**src/rtl/slc3_mem_arbiter_if.sv**
```systemverilog
// Bus bundle between the SLC-3 requesters (CPU, loader), the on-chip memory and the board I/O.
// The master side is the environment; the slave side is the arbiter.
interface slc3_mem_arbiter_if #(
  parameter int ADDR_W = 16,
  parameter int DATA_W = 16
);
  logic              cpu_req;
  logic              cpu_we;
  logic [ADDR_W-1:0] cpu_addr;
  logic [DATA_W-1:0] cpu_wdata;
  logic [DATA_W-1:0] cpu_rdata;
  logic              cpu_ack;

  logic              ld_req;
  logic              ld_we;
  logic [ADDR_W-1:0] ld_addr;
  logic [DATA_W-1:0] ld_wdata;
  logic [DATA_W-1:0] ld_rdata;
  logic              ld_ack;

  logic              mem_ce_n;
  logic              mem_oe_n;
  logic              mem_we_n;
  logic [ADDR_W-1:0] mem_addr;
  logic [DATA_W-1:0] mem_wdata;
  logic [DATA_W-1:0] mem_rdata;

  logic [9:0]        SW;
  logic [15:0]       hex_data;
  logic              busy;

  modport master (
    output cpu_req, cpu_we, cpu_addr, cpu_wdata,
    input  cpu_rdata, cpu_ack,
    output ld_req, ld_we, ld_addr, ld_wdata,
    input  ld_rdata, ld_ack,
    input  mem_ce_n, mem_oe_n, mem_we_n, mem_addr, mem_wdata,
    output mem_rdata,
    output SW,
    input  hex_data, busy
  );

  modport slave (
    input  cpu_req, cpu_we, cpu_addr, cpu_wdata,
    output cpu_rdata, cpu_ack,
    input  ld_req, ld_we, ld_addr, ld_wdata,
    output ld_rdata, ld_ack,
    output mem_ce_n, mem_oe_n, mem_we_n, mem_addr, mem_wdata,
    input  mem_rdata,
    input  SW,
    output hex_data, busy
  );
endinterface

```
**src/rtl/slc3_mem_arbiter.sv**
```systemverilog
// Round-robin CPU/loader memory sequencer with fixed wait states and a one-cycle ack.
// Define SLC3_MMIO_EN to decode MMIO_ADDR as the switch (read) / HEX (write) I/O word.
module slc3_mem_arbiter #(
  parameter int                ADDR_W      = 16,
  parameter int                DATA_W      = 16,
  parameter int                WAIT_CYCLES = 2,
  parameter logic [ADDR_W-1:0] MMIO_ADDR   = 16'hFFFF
) (
  input logic               Clk,
  input logic               Reset_n,
  slc3_mem_arbiter_if.slave bus
);
  localparam int         PORTS    = 2;
  localparam logic [3:0] LAST_CNT = 4'(WAIT_CYCLES - 1);

  typedef enum logic [1:0] {IDLE, ACCESS, DONE} state_t;

  state_t            state_reg, state_next;
  logic [3:0]        cnt_reg, cnt_next;
  logic              grant_reg, grant_next;
  logic              last_grant_reg, last_grant_next;
  logic              latch_req;
  logic              last_access;
  logic              winner;
  logic              we_reg;
  logic              mmio_reg;
  logic              mmio_hit;
  logic              mem_access;
  logic [ADDR_W-1:0] mem_addr_reg;
  logic [DATA_W-1:0] mem_wdata_reg;
  logic [DATA_W-1:0] capture_data;

  // Port 0 is the CPU, port 1 the loader; grant bits use the same encoding.
  logic [PORTS-1:0]  req_vec;
  logic [PORTS-1:0]  we_vec;
  logic [PORTS-1:0]  ack_vec;
  logic [ADDR_W-1:0] addr_vec  [PORTS];
  logic [DATA_W-1:0] wdata_vec [PORTS];

  assign req_vec      = {bus.ld_req, bus.cpu_req};
  assign we_vec       = {bus.ld_we, bus.cpu_we};
  assign addr_vec[0]  = bus.cpu_addr;
  assign addr_vec[1]  = bus.ld_addr;
  assign wdata_vec[0] = bus.cpu_wdata;
  assign wdata_vec[1] = bus.ld_wdata;

  // On a tie the port that was not served last wins; otherwise the lone requester.
  assign winner = (req_vec == 2'b11) ? ~last_grant_reg : req_vec[1];

  always_ff @(posedge Clk) begin
    if (!Reset_n) begin
      state_reg      <= IDLE;
      cnt_reg        <= '0;
      grant_reg      <= 1'b0;
      last_grant_reg <= 1'b0;
    end else begin
      state_reg      <= state_next;
      cnt_reg        <= cnt_next;
      grant_reg      <= grant_next;
      last_grant_reg <= last_grant_next;
    end
  end

  always_comb begin
    state_next      = state_reg;
    cnt_next        = cnt_reg;
    grant_next      = grant_reg;
    last_grant_next = last_grant_reg;
    latch_req       = 1'b0;
    last_access     = 1'b0;
    unique case (state_reg)
      IDLE: begin
        if (|req_vec) begin
          latch_req       = 1'b1;
          grant_next      = winner;
          last_grant_next = winner;
          cnt_next        = '0;
          state_next      = ACCESS;
        end
      end
      ACCESS: begin
        if (cnt_reg == LAST_CNT) begin
          last_access = 1'b1;
          state_next  = DONE;
        end else begin
          cnt_next = cnt_reg + 4'd1;
        end
      end
      DONE: begin
        state_next = IDLE;
      end
      default: begin
        state_next = IDLE;
      end
    endcase
  end

  always_ff @(posedge Clk) begin
    if (!Reset_n) begin
      we_reg        <= 1'b0;
      mmio_reg      <= 1'b0;
      mem_addr_reg  <= '0;
      mem_wdata_reg <= '0;
    end else if (latch_req) begin
      we_reg        <= we_vec[winner];
      mmio_reg      <= mmio_hit;
      mem_addr_reg  <= addr_vec[winner];
      mem_wdata_reg <= wdata_vec[winner];
    end
  end

`ifdef SLC3_MMIO_EN
  logic [15:0]       hex_data_reg;
  logic [DATA_W-1:0] sw_word;

  assign mmio_hit = (addr_vec[winner] == MMIO_ADDR);

  always_comb begin
    sw_word      = '0;
    sw_word[9:0] = bus.SW;
  end

  assign capture_data = mmio_reg ? sw_word : bus.mem_rdata;

  always_ff @(posedge Clk) begin
    if (!Reset_n) begin
      hex_data_reg <= '0;
    end else if (last_access && we_reg && mmio_reg) begin
      hex_data_reg <= mem_wdata_reg[15:0];
    end
  end

  assign bus.hex_data = hex_data_reg;
`else
  logic unused_mmio;

  assign unused_mmio  = ^{bus.SW, MMIO_ADDR};
  assign mmio_hit     = 1'b0;
  assign capture_data = bus.mem_rdata;
  assign bus.hex_data = '0;
`endif

  // Each port keeps its own read-data register so a read result survives
  // traffic from the other port and its own writes.
  for (genvar gi = 0; gi < PORTS; gi++) begin : g_port
    logic [DATA_W-1:0] rdata_reg;

    always_ff @(posedge Clk) begin
      if (!Reset_n) begin
        rdata_reg <= '0;
      end else if (last_access && !we_reg && (grant_reg == 1'(gi))) begin
        rdata_reg <= capture_data;
      end
    end

    assign ack_vec[gi] = (state_reg == DONE) && (grant_reg == 1'(gi));
  end

  assign bus.cpu_rdata = g_port[0].rdata_reg;
  assign bus.ld_rdata  = g_port[1].rdata_reg;
  assign bus.cpu_ack   = ack_vec[0];
  assign bus.ld_ack    = ack_vec[1];

  assign mem_access    = (state_reg == ACCESS) && !mmio_reg;
  assign bus.mem_ce_n  = ~mem_access;
  assign bus.mem_oe_n  = ~(mem_access && !we_reg);
  assign bus.mem_we_n  = ~(mem_access && we_reg);
  assign bus.mem_addr  = mem_addr_reg;
  assign bus.mem_wdata = mem_wdata_reg;
  assign bus.busy      = (state_reg != IDLE);

endmodule

```
**src/flat_wrapper.sv**
```systemverilog
// flat-port wrapper written by rule: the top's interface ports become plain ports
module slc3_mem_arbiter_flat 
#(
  parameter int                ADDR_W      = 16,
  parameter int                DATA_W      = 16,
  parameter int                WAIT_CYCLES = 2,
  parameter logic [ADDR_W-1:0] MMIO_ADDR   = 16'hFFFF
)
  (Clk, Reset_n, bus_cpu_req, bus_cpu_we, bus_cpu_addr, bus_cpu_wdata, bus_cpu_rdata, bus_cpu_ack, bus_ld_req, bus_ld_we, bus_ld_addr, bus_ld_wdata, bus_ld_rdata, bus_ld_ack, bus_mem_ce_n, bus_mem_oe_n, bus_mem_we_n, bus_mem_addr, bus_mem_wdata, bus_mem_rdata, bus_SW, bus_hex_data, bus_busy);
  slc3_mem_arbiter_if #(.ADDR_W(ADDR_W), .DATA_W(DATA_W)) bus_i ();
  input logic Clk;
  input logic Reset_n;
  input wire logic [$bits(bus_i.cpu_req)-1:0] bus_cpu_req;
  input wire logic [$bits(bus_i.cpu_we)-1:0] bus_cpu_we;
  input wire logic [$bits(bus_i.cpu_addr)-1:0] bus_cpu_addr;
  input wire logic [$bits(bus_i.cpu_wdata)-1:0] bus_cpu_wdata;
  output wire logic [$bits(bus_i.cpu_rdata)-1:0] bus_cpu_rdata;
  output wire logic [$bits(bus_i.cpu_ack)-1:0] bus_cpu_ack;
  input wire logic [$bits(bus_i.ld_req)-1:0] bus_ld_req;
  input wire logic [$bits(bus_i.ld_we)-1:0] bus_ld_we;
  input wire logic [$bits(bus_i.ld_addr)-1:0] bus_ld_addr;
  input wire logic [$bits(bus_i.ld_wdata)-1:0] bus_ld_wdata;
  output wire logic [$bits(bus_i.ld_rdata)-1:0] bus_ld_rdata;
  output wire logic [$bits(bus_i.ld_ack)-1:0] bus_ld_ack;
  output wire logic [$bits(bus_i.mem_ce_n)-1:0] bus_mem_ce_n;
  output wire logic [$bits(bus_i.mem_oe_n)-1:0] bus_mem_oe_n;
  output wire logic [$bits(bus_i.mem_we_n)-1:0] bus_mem_we_n;
  output wire logic [$bits(bus_i.mem_addr)-1:0] bus_mem_addr;
  output wire logic [$bits(bus_i.mem_wdata)-1:0] bus_mem_wdata;
  input wire logic [$bits(bus_i.mem_rdata)-1:0] bus_mem_rdata;
  input wire logic [$bits(bus_i.SW)-1:0] bus_SW;
  output wire logic [$bits(bus_i.hex_data)-1:0] bus_hex_data;
  output wire logic [$bits(bus_i.busy)-1:0] bus_busy;
  assign bus_i.cpu_req = bus_cpu_req;
  assign bus_i.cpu_we = bus_cpu_we;
  assign bus_i.cpu_addr = bus_cpu_addr;
  assign bus_i.cpu_wdata = bus_cpu_wdata;
  assign bus_cpu_rdata = bus_i.cpu_rdata;
  assign bus_cpu_ack = bus_i.cpu_ack;
  assign bus_i.ld_req = bus_ld_req;
  assign bus_i.ld_we = bus_ld_we;
  assign bus_i.ld_addr = bus_ld_addr;
  assign bus_i.ld_wdata = bus_ld_wdata;
  assign bus_ld_rdata = bus_i.ld_rdata;
  assign bus_ld_ack = bus_i.ld_ack;
  assign bus_mem_ce_n = bus_i.mem_ce_n;
  assign bus_mem_oe_n = bus_i.mem_oe_n;
  assign bus_mem_we_n = bus_i.mem_we_n;
  assign bus_mem_addr = bus_i.mem_addr;
  assign bus_mem_wdata = bus_i.mem_wdata;
  assign bus_i.mem_rdata = bus_mem_rdata;
  assign bus_i.SW = bus_SW;
  assign bus_hex_data = bus_i.hex_data;
  assign bus_busy = bus_i.busy;
  slc3_mem_arbiter #(.ADDR_W(ADDR_W), .DATA_W(DATA_W), .WAIT_CYCLES(WAIT_CYCLES), .MMIO_ADDR(MMIO_ADDR)) u_core (.Clk(Clk), .Reset_n(Reset_n), .bus(bus_i));
endmodule
```
**config.mk**
```make
export PLATFORM = sky130hd
export DESIGN_NAME = slc3_mem_arbiter_flat
export DESIGN_NICKNAME = d
export VERILOG_FILES = /design/src/rtl/slc3_mem_arbiter_if.sv /design/src/rtl/slc3_mem_arbiter.sv /design/src/flat_wrapper.sv
export SDC_FILE = /design/constraint.sdc
export NUM_CORES = 1
export LEC_CHECK = 0
export BUFFER_PORTS_ARGS = -buffer_cell sky130_fd_sc_hd__buf_2
export CAP_MARGIN = 10
export CORE_ASPECT_RATIO = 1.75
export CORE_MARGIN = 1.5
export CORE_UTILIZATION = 30
export CTS_BUF_LIST = sky130_fd_sc_hd__clkbuf_4
export DETAILED_ROUTE_END_ITERATION = 8
export PLACE_DENSITY_LB_ADDON = 0.12
export SYNTH_ARGS = -nofsm -noshare
export SYNTH_HDL_FRONTEND = slang
export SYNTH_SLANG_ARGS = --single-unit
```
**constraint.sdc**
```tcl
create_clock -name Clk -period 2.4 [get_ports Clk]
set_input_delay 0.36 -clock Clk [delete_from_list [all_inputs] [get_ports Clk]]
set_output_delay 0.36 -clock Clk [all_outputs]
set_load 0.01 [all_outputs]
```
=== After elaboration in Yosys (flattened, before gate mapping) ===
Index checks and enable logic that the tools add are counted.

* Latch bits: 0
* Flip-flop bits (word level): 72
* Memories: 0
* RAM bits: 0
* Memory bits (read-only): 0
* Logic and storage cells: 57

* Reduce and logical (&&, ||, !) cells: 15
* Add/sub/neg operators: 1
* Eq/ne operators: 7
* Shift-type cells: 0
* $lt $le $gt $ge: 2
* Div/mod/pow operators: 0
* Bitwise logic cells: 5
* Muxes and demuxes: 19
* Multiply operators: 0

{| class="wikitable"
|+ Operators by type and width
! kind !! count
|-
| 16-bit 2-to-1 mux || 6
|-
| 4-bit 2-to-1 mux || 2
|-
| 4-bit case mux with 2 select lines || 1
|-
| 1-bit logical AND || 7
|-
| 1-bit 2-to-1 mux || 7
|-
| 4-bit by 1-bit adder with 4-bit output, second input constant || 1
|-
| 2-bit equality test, second input constant || 2
|-
| 4-bit by 1-bit equality test with 1-bit output, second input constant || 1
|-
| 2-bit 2-to-1 mux || 2
|-
| 2-bit by 1-bit != test with 1-bit output, second input constant || 2
|-
| 1-bit NOT || 4
|-
| 2-bit case mux with 2 select lines || 1
|-
| 2-bit AND reduction || 2
|-
| 2-bit nonzero test || 2
|-
| 3-bit AND reduction || 1
|-
| 2-bit by 1-bit equality test with 1-bit output, second input constant || 1
|-
| 2-bit greater-or-equal comparator, second input constant || 1
|-
| 2-bit logical NOT || 1
|-
| 1-bit by 2-bit < comparator with 1-bit output, second input constant || 1
|-
| 2-bit != test, second input constant || 1
|-
| 1-bit NOT with 2-bit output || 1
|-
| 2-bit OR reduction || 1
|-
| 1-bit logical NOT || 1
|}

=== Logic depth before layout (Yosys ltp) ===
* Word-level depth: 6
* Depth in mapped cells: 7

=== Least setup slack after synthesis ===
OpenSTA, ideal clock, no wires.

* Path kind: reg2reg
* From: reg u_core.cnt_reg[0]
* To: reg u_core.g_port[0].rdata_reg[10], in the netlist u_core.bus.cpu_rdata[10]
* Stages on the path, launching flop included: 7
* Arrival time: 1.713 ns
* Data required time: 2.280 ns
* Setup time: 0.120 ns
* Setup slack: 0.567 ns
* Path through: dfxtp_1 ha_1 or3b_1 or4_1 buf_2 buf_6 mux2i_1

* Word-level cells in the longest chain between the ends: 5

{| class="wikitable"
|+ Ends and longest elaborated chain
! item !! line !! source
|-
| start: declaration || slc3_mem_arbiter.sv:19 || <nowiki>logic [3:0] cnt_reg, cnt_next;</nowiki>
|-
| start signal: assignment || slc3_mem_arbiter.sv:58 || <nowiki>cnt_reg <= cnt_next;</nowiki>
|-
| 4-bit by 1-bit equality test with 1-bit output || slc3_mem_arbiter.sv:82 || <nowiki>if (cnt_reg == LAST_CNT) begin</nowiki>
|-
| 1-bit 2-to-1 mux || slc3_mem_arbiter.sv:82 ||
|-
| 1-bit 2-to-1 mux || slc3_mem_arbiter.sv:71 || <nowiki>unique case (state_reg)</nowiki>
|-
| 1-bit logical AND (2 in a row) || slc3_mem_arbiter.sv:151 || <nowiki>end else if (last_access && !we_reg && (grant_reg == 1'(gi))) begin</nowiki>
|-
| end signal: assignment || slc3_mem_arbiter.sv:152 || <nowiki>rdata_reg <= capture_data;</nowiki>
|-
| end: declaration || slc3_mem_arbiter.sv:146 || <nowiki>logic [DATA_W-1:0] rdata_reg;</nowiki>
|}

Every way passes these cells.
A chain may end at the register's enable or synchronous reset.

=== Worst setup path in the final report ===
* From: reg u_core.cnt_reg[0]
* To: reg u_core.g_port[0].rdata_reg[4], in the netlist u_core.bus.cpu_rdata[4]

The elaborated chain is that of the path after synthesis.

==> flow_summary.json <==
{
  "timing.rr.start": "u_core.cnt_reg[0]",
  "setup_ws_ns": 0.501,
  "antenna_found_initial": 1,
  "firstDrtPassIters": 4,
  "reg2reg_slack_ns": 0.50,
  "power.density_nw_per_um2": 671,
  "ctsHoldBuffers": 0,
  "dp_hpwl_um": 6270,
  "cts_buffers": 9,
  "cts_htree_levels": 3,
  "drive_above_1_share_pct": 35.4,
  "cts.sinks": 72,
  "finalCritPeriodShare_pct": 79.1,
  "grt.overflow.total": 0,
  "reg2reg_to": "u_core.bus.cpu_rdata[4]",
  "clk_pin_slew_ns": 0.13,
  "grt_use_total_pct": 16.4,
  "fin_crit_ns": 1.90,
  "tritoncts": "done",
  "drt_wl_total_um": 8980,
  "dpl_worst_slack_ns": 0.531,
  "die_y_um": 139,
  "die-area_um2": 11200,
  "cts_root_buf": "clkbuf_4",
  "rows": 49,
  "postCtsSetupRepairBufs": 0,
  "io-pin-count": 182,
  "drv_cap": 0,
  "ff2ff_path_depth": 5,
  "place_congestion": 0.746,
  "arrival_ns": 2.18,
  "multi_input_area_um2": 1530,
  "via_count": 3134,
  "fin_worst_skew_ns": 0.0135,
  "area_growth_pct": 31.8,
  "core-area_um2": 10300,
  "worst_pin_slew_ns": 0.727,
  "clock_latency_ns": 0.41,
  "startpoint_type": "register",
  "fin_nets": 615,
  "viasPerCell": 4.82,
  "holdCritStartpoint": "bus_cpu_addr[14]",
  "status": "finished, final reports clean",
  "fillers": 1126,
  "seq_area_frac_synth_pct": 45.5,
  "grt_max_degree": 52,
  "required_ns": 2.68,
  "post_drt_wl_per_cell_um": 13.8,
  "fp.dieW_um": 80.7,
  "rsz0062_at_grt": "no",
  "hp-class": "in2reg",
  "holdPathStages": 3,
  "final.setup.tns_ns": 0,
  "hold_viol": 0,
  "initial_core_util_pct": 30.8,
  "ys.flop_type": "dfxtp_1",
  "async_flop_share_pct": 0,
  "grt_pass1_wl_um": 14400,
  "cp-end-kind": "register",
  "synth_edf_count": 0,
  "fin_cells": 650,
  "register_area_um2": 1440,
  "drt_first_iter_violations": 90,
  "yosys_warnings": 0,
  "hold_end": "u_core.bus.mem_addr[14]",
  "synth_seq_cells": 72,
  "leakage_nw": 2.18,
  "postRouteAntennaNets": 0,
  "numPortBuffers": 155,
  "hold-worst-slack_ns": 0.191,
  "syn-cell-area_um2": 3170,
  "cts_buffer_depth": 2,
  "max-slew-margin-rel_pct": 51.5,
  "drc": 0,
  "ir_drop_mv": 0.296,
  "synth_cells": 375,
  "worst-path-max-fanout": 16,
  "setup_viol": 0,
  "first_global_vias": 3059,
  "slew_viol_final": 0,
  "fmax_mhz": 527,
  "cts_resized": 0,
  "path_class": "reg2reg",
  "dp.cells": 633,
  "synth_cell_type_count": 36,
  "synth_area_per_cell_um2": 8.45
}
==> per-layer routing <==
| layer | vias to the layer above | global-route usage, % | share of wire (%) |
|---|---|---|---|
| met5 | - | 0 | 0 |
| met4 | 0 | 6.62 | 1.8 |
| met3 | 16 | 4.21 | 6.1 |
| met2 | 117 | 28.9 | 50 |
| met1 | 1440 | 18.3 | 42 |
| li1 | 1561 | - | - |
==> where the power goes <==
part           leakage (nW)  total [mW]  switching [mW]  internal [mW]
registers             0.589        1.32          0.0480           1.28
clock network        0.0910       0.951           0.432          0.519
logic                  1.50       0.525           0.308          0.217
==> placed cells by master (no fill, tap or decap), types with 2 or more instances in the layout <==
cell type	netlist	final
o21ai_0	2	2
nand2_1	117	117
buf_4	16	7
a311oi_1	33	33
or3_1	2	2
nand3_1	3	3
buf_2	2	155
nor3b_1	2	2
nor3_1	2	2
bufinv_16	0	3
clkinv_1	0	2
conb_1	1	16
inv_2	2	2
ha_1	2	2
clkbuf_4	0	9
mux2i_1	32	32
nor2_2	0	2
a21oi_1	36	36
inv_1	2	2
dfxtp_1	72	72
==> synth_stat cells (2+ instances only) <==
cell type / n / area share (%)
nor2_1: 3 / 0.36
buf_2: 2 / 0.32
a21oi_1: 36 / 5.7
nand3_1: 3 / 0.47
buf_4: 16 / 3.8
a311oi_1: 33 / 9.1
inv_2: 2 / 0.24
clkbuf_1: 28 / 3.3
nand2_1: 117 / 14
mux2i_1: 32 / 10
o21ai_0: 2 / 0.32
inv_1: 2 / 0.24
or3_1: 2 / 0.39
nor3b_1: 2 / 0.47
ha_1: 2 / 0.79
nor3_1: 2 / 0.32
dfxtp_1: 72 / 45
==> how the worst max path moves through the flow <==
stage | startpoint | to | slack (ns) | cells past startpoint
4_1_cts | u_core.cnt_reg[0] | u_core.bus.cpu_rdata[4] | 0.49 | 5
2_1_floorplan | u_core.cnt_reg[0] | u_core.bus.cpu_rdata[10] | 0.57 | 6
5_1_grt | u_core.cnt_reg[0] | u_core.bus.cpu_rdata[6] | 0.38 | 5
6_report | u_core.cnt_reg[0] | u_core.bus.cpu_rdata[4] | 0.50 | 5
3_5_place_dp | u_core.cnt_reg[0] | u_core.bus.cpu_rdata[4] | 0.53 | 5
3_3_place_gp | u_core.cnt_reg[0] | u_core.bus.cpu_rdata[0] | 0.56 | 5
==> worst max-delay path, cell delays in order (launching register included) <==
cell and delay, ns:
dfxtp_1 0.43, ha_1 0.18, or3b_1 0.38, or4_1 0.40, buf_4 0.24, mux2i_1 0.15
==> metrics by stage <==
| step | util (%) | power (mW) | instance area [um^2] |
|---|---|---|---|
| 2_1_floorplan | - | 1.67 | 3220 |
| 3_3_place_gp | 38.8 | 1.88 | 3990 |
| 3_5_place_dp | 38.8 | 1.88 | 3990 |
| 4_1_cts | 40.5 | 2.85 | 4170 |
| 5_1_grt | 40.5 | 2.98 | 4170 |
| 6_report | 40.5 | 2.80 | 4170 |
==> area by class of cell <==
cell class,instances,share of cell area (%)
diodes,1,0.0600
clock buffers,9,1.62
clock inverters,7,2.64
inverters,4,0.360
multi-input cells,267,36.7
flip-flops and latches,72,34.5
well taps,127,3.81
repair buffers,163,20.3
==> cell families (layout without fill, tap and decap cells) <==
logic type,count (synthesis),in the layout,share of synthesized area [%]
AO/OA/AOI/OAI,78,78,17.0
adder cells (fa/ha/maj),2,2,0.790
buffers and inverters,51,183,8.25
flip-flops,72,72,45.5
multiplexers,32,32,10.1
other,1,17,0.118
AND/OR/NAND/NOR,139,139,18.2
No activity file was read; power rests on OpenSTA's default activity.
